<file path="src/rtl/serial_pad_pkg.sv">
`default_nettype none
// ============================================================================
// Module      : serial_pad_pkg
// Description : Shared types and constants for the serial game-pad reader.
//               Holds the poll state enumeration, the latch strobe length
//               (in ticks) and the width of the per-state tick counter.
// Revision    : 1.0 - initial release
// ============================================================================
package serial_pad_pkg;

    // Poll sequencer states.
    typedef enum logic [2:0] {
        ST_IDLE   = 3'd0,
        ST_LATCH  = 3'd1,
        ST_CLK_HI = 3'd2,
        ST_CLK_LO = 3'd3,
        ST_UPDATE = 3'd4,
        ST_GAP    = 3'd5
    } pad_state_t;

    // Number of ticks the latch strobe is held high.
    localparam int unsigned LATCH_TICKS = 2;

    // Width of the tick counter used inside LATCH and GAP; sized so the
    // largest legal POLL_GAP (65535) fits.
    localparam int unsigned TICK_CNT_W = 16;

endpackage : serial_pad_pkg
`default_nettype wire

</file>
<file path="src/rtl/pad_tick_gen.sv">
`default_nettype none
// ============================================================================
// Module      : pad_tick_gen
// Description : Free-running divider producing a one-clock tick every DIV
//               clocks. The counter runs 0..DIV-1 and the tick is asserted
//               while the count equals DIV-1.
// Ports       : clock - sole clock
//               reset - asynchronous active-low reset (counter to 0)
//               tick  - one-clock strobe, period DIV clocks
// Revision    : 1.0 - initial release
// ============================================================================
module pad_tick_gen #(
    parameter int unsigned DIV = 128
) (
    input  logic clock,
    input  logic reset,
    output logic tick
);

    localparam int unsigned   CNT_W  = (DIV > 1) ? $clog2(DIV) : 1;
    localparam logic [CNT_W-1:0] c_last = CNT_W'(DIV - 1);

    logic [CNT_W-1:0] r_count;

    always_ff @(posedge clock or negedge reset) begin
        if (!reset) begin
            r_count <= '0;
        end else if (r_count == c_last) begin
            r_count <= '0;
        end else begin
            r_count <= r_count + CNT_W'(1);
        end
    end

    assign tick = (r_count == c_last);

endmodule : pad_tick_gen
`default_nettype wire

</file>
<file path="src/rtl/serial_pad_reader.sv">
`default_nettype none
// ============================================================================
// Module      : serial_pad_reader
// Description : Polls NUM_PADS NES/SNES-style serial game pads in parallel.
//               Each poll strobes latch for two ticks, then clocks out the
//               remaining NUM_BITS-1 bits with pad_clk, and finally publishes
//               the active-high button word for every pad together with a
//               valid pulse and a per-pad changed flag. Polls repeat after
//               POLL_GAP idle ticks while enable stays high.
// Ports       : clock    - sole clock
//               reset    - asynchronous active-low reset
//               enable   - polling permitted when high
//               pad_data - serial data from each pad (active-low buttons)
//               latch    - shared latch strobe (registered)
//               pad_clk  - shared shift clock (registered)
//               buttons  - active-high state, pad p bit k at p*NUM_BITS+k
//               valid    - one-clock pulse when buttons updates
//               changed  - per-pad pulse with valid, set if the word changed
// Revision    : 1.0 - initial release
// ============================================================================
module serial_pad_reader
    import serial_pad_pkg::*;
#(
    parameter int unsigned NUM_PADS = 2,
    parameter int unsigned NUM_BITS = 8,
    parameter int unsigned DIV      = 128,
    parameter int unsigned POLL_GAP = 64
) (
    input  logic                         clock,
    input  logic                         reset,
    input  logic                         enable,
    input  logic [NUM_PADS-1:0]          pad_data,
    output logic                         latch,
    output logic                         pad_clk,
    output logic [NUM_PADS*NUM_BITS-1:0] buttons,
    output logic                         valid,
    output logic [NUM_PADS-1:0]          changed
);

    localparam int unsigned             BIT_W        = $clog2(NUM_BITS) + 1;
    localparam logic [BIT_W-1:0]        c_last_bit   = BIT_W'(NUM_BITS - 1);
    localparam logic [TICK_CNT_W-1:0]   c_latch_last = TICK_CNT_W'(LATCH_TICKS - 1);
    localparam logic [TICK_CNT_W-1:0]   c_gap_last   = TICK_CNT_W'(POLL_GAP - 1);
    localparam bit                      c_single_bit = (NUM_BITS == 1);

    logic                               w_tick;
    logic                               w_sample;
    logic                               w_finish;
    logic [NUM_PADS-1:0]                r_sync1;
    logic [NUM_PADS-1:0]                r_sync2;
    pad_state_t                         r_state;
    logic [TICK_CNT_W-1:0]              r_ticks;
    logic [BIT_W-1:0]                   r_bit;
    logic [NUM_PADS-1:0][NUM_BITS-1:0]  r_shift;
    logic [NUM_PADS-1:0][NUM_BITS-1:0]  w_shift_next;
    logic [NUM_PADS-1:0][NUM_BITS-1:0]  r_buttons;
    logic [NUM_PADS-1:0]                w_diff;
    logic [NUM_PADS-1:0]                r_changed;
    logic                               r_latch;
    logic                               r_pad_clk;
    logic                               r_valid;

    // ------------------------------------------------------------------
    // Tick generator
    // ------------------------------------------------------------------
    pad_tick_gen #(
        .DIV   (DIV)
    ) u_tick_gen (
        .clock (clock),
        .reset (reset),
        .tick  (w_tick)
    );

    // ------------------------------------------------------------------
    // Two-flop synchroniser on the asynchronous pad inputs. The idle level
    // of a pad line is high (no button), so the flops reset to 1.
    // ------------------------------------------------------------------
    always_ff @(posedge clock or negedge reset) begin
        if (!reset) begin
            r_sync1 <= '1;
            r_sync2 <= '1;
        end else begin
            r_sync1 <= pad_data;
            r_sync2 <= r_sync1;
        end
    end

    // ------------------------------------------------------------------
    // Per-pad shift and change detection. Bits arrive LSB first, so each
    // new sample enters at the MSB and the word shifts right; after
    // NUM_BITS samples bit 0 sits at index 0.
    // ------------------------------------------------------------------
    generate
        for (genvar p = 0; p < NUM_PADS; p++) begin : g_pad
            assign w_shift_next[p] = (r_shift[p] >> 1)
                                   | (NUM_BITS'(r_sync2[p]) << (NUM_BITS - 1));
            assign w_diff[p]       = ((~w_shift_next[p]) != r_buttons[p]);
        end
    endgenerate

    // A sample is taken on the tick that closes LATCH and on the tick that
    // closes every CLK_LO. The final sample of the poll moves to UPDATE.
    assign w_sample = w_tick &&
                      (((r_state == ST_LATCH) && (r_ticks == c_latch_last)) ||
                       (r_state == ST_CLK_LO));
    assign w_finish = w_sample &&
                      ((r_state == ST_CLK_LO) ? (r_bit == c_last_bit) : c_single_bit);

    // ------------------------------------------------------------------
    // Sample / publish datapath. buttons, valid and changed are loaded on
    // the edge that enters UPDATE, so they are visible for exactly the one
    // clock spent in UPDATE.
    // ------------------------------------------------------------------
    always_ff @(posedge clock or negedge reset) begin
        if (!reset) begin
            r_shift   <= '0;
            r_buttons <= '0;
            r_valid   <= 1'b0;
            r_changed <= '0;
        end else begin
            if (w_sample) begin
                r_shift <= w_shift_next;
            end
            if (w_finish) begin
                r_buttons <= ~w_shift_next;
            end
            r_valid   <= w_finish;
            r_changed <= w_finish ? w_diff : '0;
        end
    end

    // ------------------------------------------------------------------
    // Poll sequencer. latch and pad_clk are set on the same edge as the
    // state they belong to, so each is high for whole states only.
    // ------------------------------------------------------------------
    always_ff @(posedge clock or negedge reset) begin
        if (!reset) begin
            r_state   <= ST_IDLE;
            r_ticks   <= '0;
            r_bit     <= '0;
            r_latch   <= 1'b0;
            r_pad_clk <= 1'b0;
        end else begin
            case (r_state)
                ST_IDLE: begin
                    if (w_tick && enable) begin
                        r_state <= ST_LATCH;
                        r_latch <= 1'b1;
                        r_ticks <= '0;
                    end
                end

                ST_LATCH: begin
                    if (w_tick) begin
                        if (r_ticks == c_latch_last) begin
                            r_latch <= 1'b0;
                            r_ticks <= '0;
                            r_bit   <= BIT_W'(1);
                            if (w_finish) begin
                                r_state <= ST_UPDATE;
                            end else begin
                                r_state   <= ST_CLK_HI;
                                r_pad_clk <= 1'b1;
                            end
                        end else begin
                            r_ticks <= r_ticks + TICK_CNT_W'(1);
                        end
                    end
                end

                ST_CLK_HI: begin
                    if (w_tick) begin
                        r_state   <= ST_CLK_LO;
                        r_pad_clk <= 1'b0;
                    end
                end

                ST_CLK_LO: begin
                    if (w_tick) begin
                        if (w_finish) begin
                            r_state <= ST_UPDATE;
                        end else begin
                            r_bit     <= r_bit + BIT_W'(1);
                            r_state   <= ST_CLK_HI;
                            r_pad_clk <= 1'b1;
                        end
                    end
                end

                // Lasts one clock regardless of the tick.
                ST_UPDATE: begin
                    r_state <= ST_GAP;
                    r_ticks <= '0;
                end

                // Enable is only consulted here and in IDLE, so dropping it
                // mid-poll lets the current poll run to completion.
                ST_GAP: begin
                    if (w_tick) begin
                        if (r_ticks == c_gap_last) begin
                            r_ticks <= '0;
                            if (enable) begin
                                r_state <= ST_LATCH;
                                r_latch <= 1'b1;
                            end else begin
                                r_state <= ST_IDLE;
                            end
                        end else begin
                            r_ticks <= r_ticks + TICK_CNT_W'(1);
                        end
                    end
                end

                default: begin
                    r_state   <= ST_IDLE;
                    r_latch   <= 1'b0;
                    r_pad_clk <= 1'b0;
                end
            endcase
        end
    end

    assign latch   = r_latch;
    assign pad_clk = r_pad_clk;
    assign buttons = r_buttons;
    assign valid   = r_valid;
    assign changed = r_changed;

endmodule : serial_pad_reader
`default_nettype wire

</file>
<file path="config.mk">
export PLATFORM = sky130hd
export DESIGN_NAME = serial_pad_reader
export DESIGN_NICKNAME = d
export VERILOG_FILES = /design/src/rtl/serial_pad_pkg.sv /design/src/rtl/pad_tick_gen.sv /design/src/rtl/serial_pad_reader.sv
export SDC_FILE = /design/constraint.sdc
export NUM_CORES = 1
export LEC_CHECK = 0
export ABC_AREA = 0
export ABC_CLOCK_PERIOD_IN_PS = 5800
export CAP_MARGIN = 10
export CORE_UTILIZATION = 40
export DETAILED_ROUTE_END_ITERATION = 16
export GPL_TIMING_DRIVEN = 0
export PLACE_DENSITY_LB_ADDON = 0.05
export SLEW_MARGIN = 20
export SYNTH_ARGS = -nofsm -noshare
export SYNTH_HDL_FRONTEND = slang
export SYNTH_SLANG_ARGS = --single-unit
</file>
<file path="constraint.sdc">
create_clock -name clock -period 5.8 [get_ports clock]
set_input_delay 0.87 -clock clock [delete_from_list [all_inputs] [get_ports clock]]
set_output_delay 0.87 -clock clock [all_outputs]
set_load 0.1 [all_outputs]
</file>
==> run_results.csv <==
group,metric,value,unit
critical_path,start_kind,"register",
synth,yosysTopAreaCellShare,48.1,%
synth,synthFlopType,"dfrtp_1",
clocking,htreeDepth,3,
critical_path,path_cells,"clkdlybuf4s50_1",
drt,wirelength,6860,um
synth,synth_xor_area_share,5.19,%
clocking,cts_tree,"built",
layout,area_growth,16.8,%
critical_path,ff2ff_setup_slack,3690,ps
synth,synth_fp_nets,332,
clocking,cts_resized,0,
placed_design,placedCellCount,454,
synth,ys_warn_count,0,
critical_path,worstReg2RegEnd,"r_shift[1]",
power_and_ir_drop,ir_worst_vdd,96.0,uV
die,core,8180,um^2
synth,synthMuxAreaShare,6.37,%
clocking,clk_pin_slew,80,ps
sta,finalCritPeriodShare,47.7,%
sta,tightest_slew,974,ps
placed_design,routabilityCongestion,0.788,
sta,final-hold-violation-count,0,
global_route,grt_first_pass_wirelength,11900,um
critical_path,end_kind,"output pin",
die,die_y,93.9,um
synth,ys_async_sr_fraction,100,%
sta,min_period,2770,ps
clocking,clkSinkCount,69,
clocking,cts_made_buffers,9,
die,start_util,41.3,%
critical_path,cp_slowest_cell,"clkdlybuf4s50_1",
sta,rsz0062_at_grt,"false",
sta,tns,0,ps
placed_design,dpl.hpwl,4720,um
die,dieArea,8820,um^2
clocking,post_cts.repair.setup_buffers,0,
synth,synth_cells,323,
synth,synth_common_cells,"65 x dfrtp_1, 46 x nand2_1, 27 x o21ai_0",
sta,timing.slew.headroom,34.9,%
drt,first_pass_iters,4,
run,drv_cap,0,
placed_design,port-buffer-count,25,
global_route,grt_pass1_vias,2455,
critical_path,crit_family,"buffers and inverters",
synth,syn_avg_cell_area,10.5,um^2
sta,timing.fmax,362,MHz
layout,fin_util,48.3,%
critical_path,startpoint,"latch",
critical_path,r2r_cells,7,
synth,ys_ff_latch,69,
synth,synth_compound_area_share,11.9,%
synth,synth_cell_type_count,50,
die,io_pins,26,
sta,slew_viol_final,0,
critical_path,critPathCapture,"latch",
clocking,clockBufferDepth,2,
drt,viasPerCell,5.29,
status,status,"complete, no violations",
layout,drive_gt1_share,14.8,%
layout,fin_nets,369,
power_and_ir_drop,power-per-cell-area,214,nW/um^2
synth,yosysMostFrequentCell,"dfrtp_1",
clocking,holdBufCountCts,0,
critical_path,worstSetupPathDepth,1,
critical_path,max_stage_delay,1160,ps
critical_path,cp.required,4930,ps
synth,yosysSeqAreaShare,51.3,%
drt,drcViolationCount,0,
synth,synth_top_family_by_area,"simple AND/OR/NAND/NOR gates",
synth,synth_top_area_cell,"dfrtp_1",
critical_path,regToRegStartpoint,"u_tick_gen.r_count[0]",
synth,ys_top_cells_by_area,"dfrtp_1 48%, nand2_1 5.1%, xnor2_1 4.7%",
drt,vias,2485,
synth,yosys.area_share.adder,1.48,%
drt,drt_iter0_markers,68,
critical_path,arrival,1900,ps
power_and_ir_drop,p_leak,1.77,nW
synth,synthSimpleGateAreaFrac,19.9,%
global_route,grt_max_degree,43,
sta,setup_viol,0,
sta,clock_skew,11.3,ps
drt,routedWlPerCell,14.6,um
layout,n_antenna_cell,0,
critical_path,worstPathMaxFanout,4,
drt,final_antenna_net_count,0,
die,fp-row-count,33,
synth,synth-edff-count,0,
global_route,antenna_found_initial,0,
critical_path,crit_type,"reg2out",
clocking,worstSkewPairLatency,340,ps
clocking,cts-root-buf,"clkbuf_8",
global_route,grt-ovfl-total,0,
global_route,track_usage,17.4,%
synth,synth_area,3380,um^2
critical_path,critPathBufInv,1,
layout,stdcell_count,470,
worst_hold_path,hold_class,"reg2reg",
die,fp.dieW,93.9,um
## per-layer routing
metal	share of wire (%)	vias to the layer above	track usage [%]
li1	-	1234	-
met1	50	1213	23.6
met2	46	29	27.6
met3	2.5	9	2.99
met4	1.5	0	6.54
met5	0	-	0
## kinds of logic after synthesis
group | Yosys count
compound gates | 64
mux | 17
buf+inv | 23
fa+ha+maj | 4
xor+xnor | 20
simple gates | 126
flops | 69
## how the worst min path moves through the flow
| stage | startpoint | to | slack [ps] | depth (start not counted) |
|---|---|---|---|---|
| 3_3_place_gp | r_sync1[1] | r_sync2[1] | 350 | 0 |
| 4_1_cts | r_sync1[1] | r_sync2[1] | 360 | 0 |
| 5_1_grt | r_sync1[1] | r_sync2[1] | 370 | 0 |
| 3_5_place_dp | r_sync1[1] | r_sync2[1] | 350 | 0 |
| 6_report | r_sync1[1] | r_sync2[1] | 360 | 0 |
| 2_1_floorplan | r_sync1[0] | r_sync2[0] | 350 | 0 |
## cell usage in the layout (no fill, tap or decap), types with 2 or more instances in the layout
cell type / instances
nor4_4: 2
ha_1: 4
or3_1: 3
xnor2_1: 18
nor2_1: 17
or4b_1: 2
a31oi_1: 4
dfstp_2: 4
mux2_4: 7
clkdlybuf4s50_1: 24
nand3_1: 15
clkbuf_1: 12
xor2_1: 2
or2_2: 3
and4_1: 2
or2_1: 2
nor4_1: 4
and3_1: 2
o22ai_1: 2
nor3_1: 7
inv_1: 6
o311ai_0: 7
mux2_2: 8
clkinv_2: 2
clkbuf_8: 9
dfrtp_1: 65
o31ai_1: 4
buf_6: 5
o21ai_0: 27
mux2i_1: 2
nand4_1: 11
nand2_1: 46
buf_4: 3
a21oi_1: 11
nand2_2: 2
## through the flow
| stage | hold WS (ps) | worst slack [ps] | instance area, um^2 | power [mW] |
|---|---|---|---|---|
| global placement | 346 | 1370 | 3760 | 0.512 |
| floorplan | 345 | 3880 | 3380 | 0.497 |
| global route | 366 | 3000 | 3950 | 0.873 |
| detailed placement | 348 | 3030 | 3780 | 0.514 |
| finish | 358 | 3030 | 3950 | 0.843 |
| CTS | 359 | 3020 | 3950 | 0.854 |
## power breakdown
part           switching, mW  internal, mW  total, mW
combinational         0.0128       0.00578     0.0186
clock                  0.184         0.155      0.339
sequential           0.00132         0.484      0.485
total                  0.198         0.645      0.843
## final cells by class
class | count | area [um^2]
Inverter | 6 | 22.5
Clock inverter | 4 | 26.3
Sequential cell | 69 | 1730
Fill cell | 781 | 4230
Multi-Input combinational cell | 231 | 1510
Tap cell | 105 | 131
Buffer | 17 | 110
Clock buffer | 12 | 135
Timing Repair Buffer | 26 | 275
## registers in the layout, summed over array words and instances, names as in the netlist
| signal | flops |
|---|---|
| changed | 2 |
| buttons | 16 |
| r_shift | 14 |
| u_tick_gen.r_count | 7 |
| r_bit | 4 |
| latch | 1 |
| r_sync2 | 2 |
| r_ticks | 16 |
| r_sync1 | 2 |
| r_state | 3 |
| pad_clk | 1 |
| valid | 1 |
No activity file was read; power rests on OpenSTA's default activity.
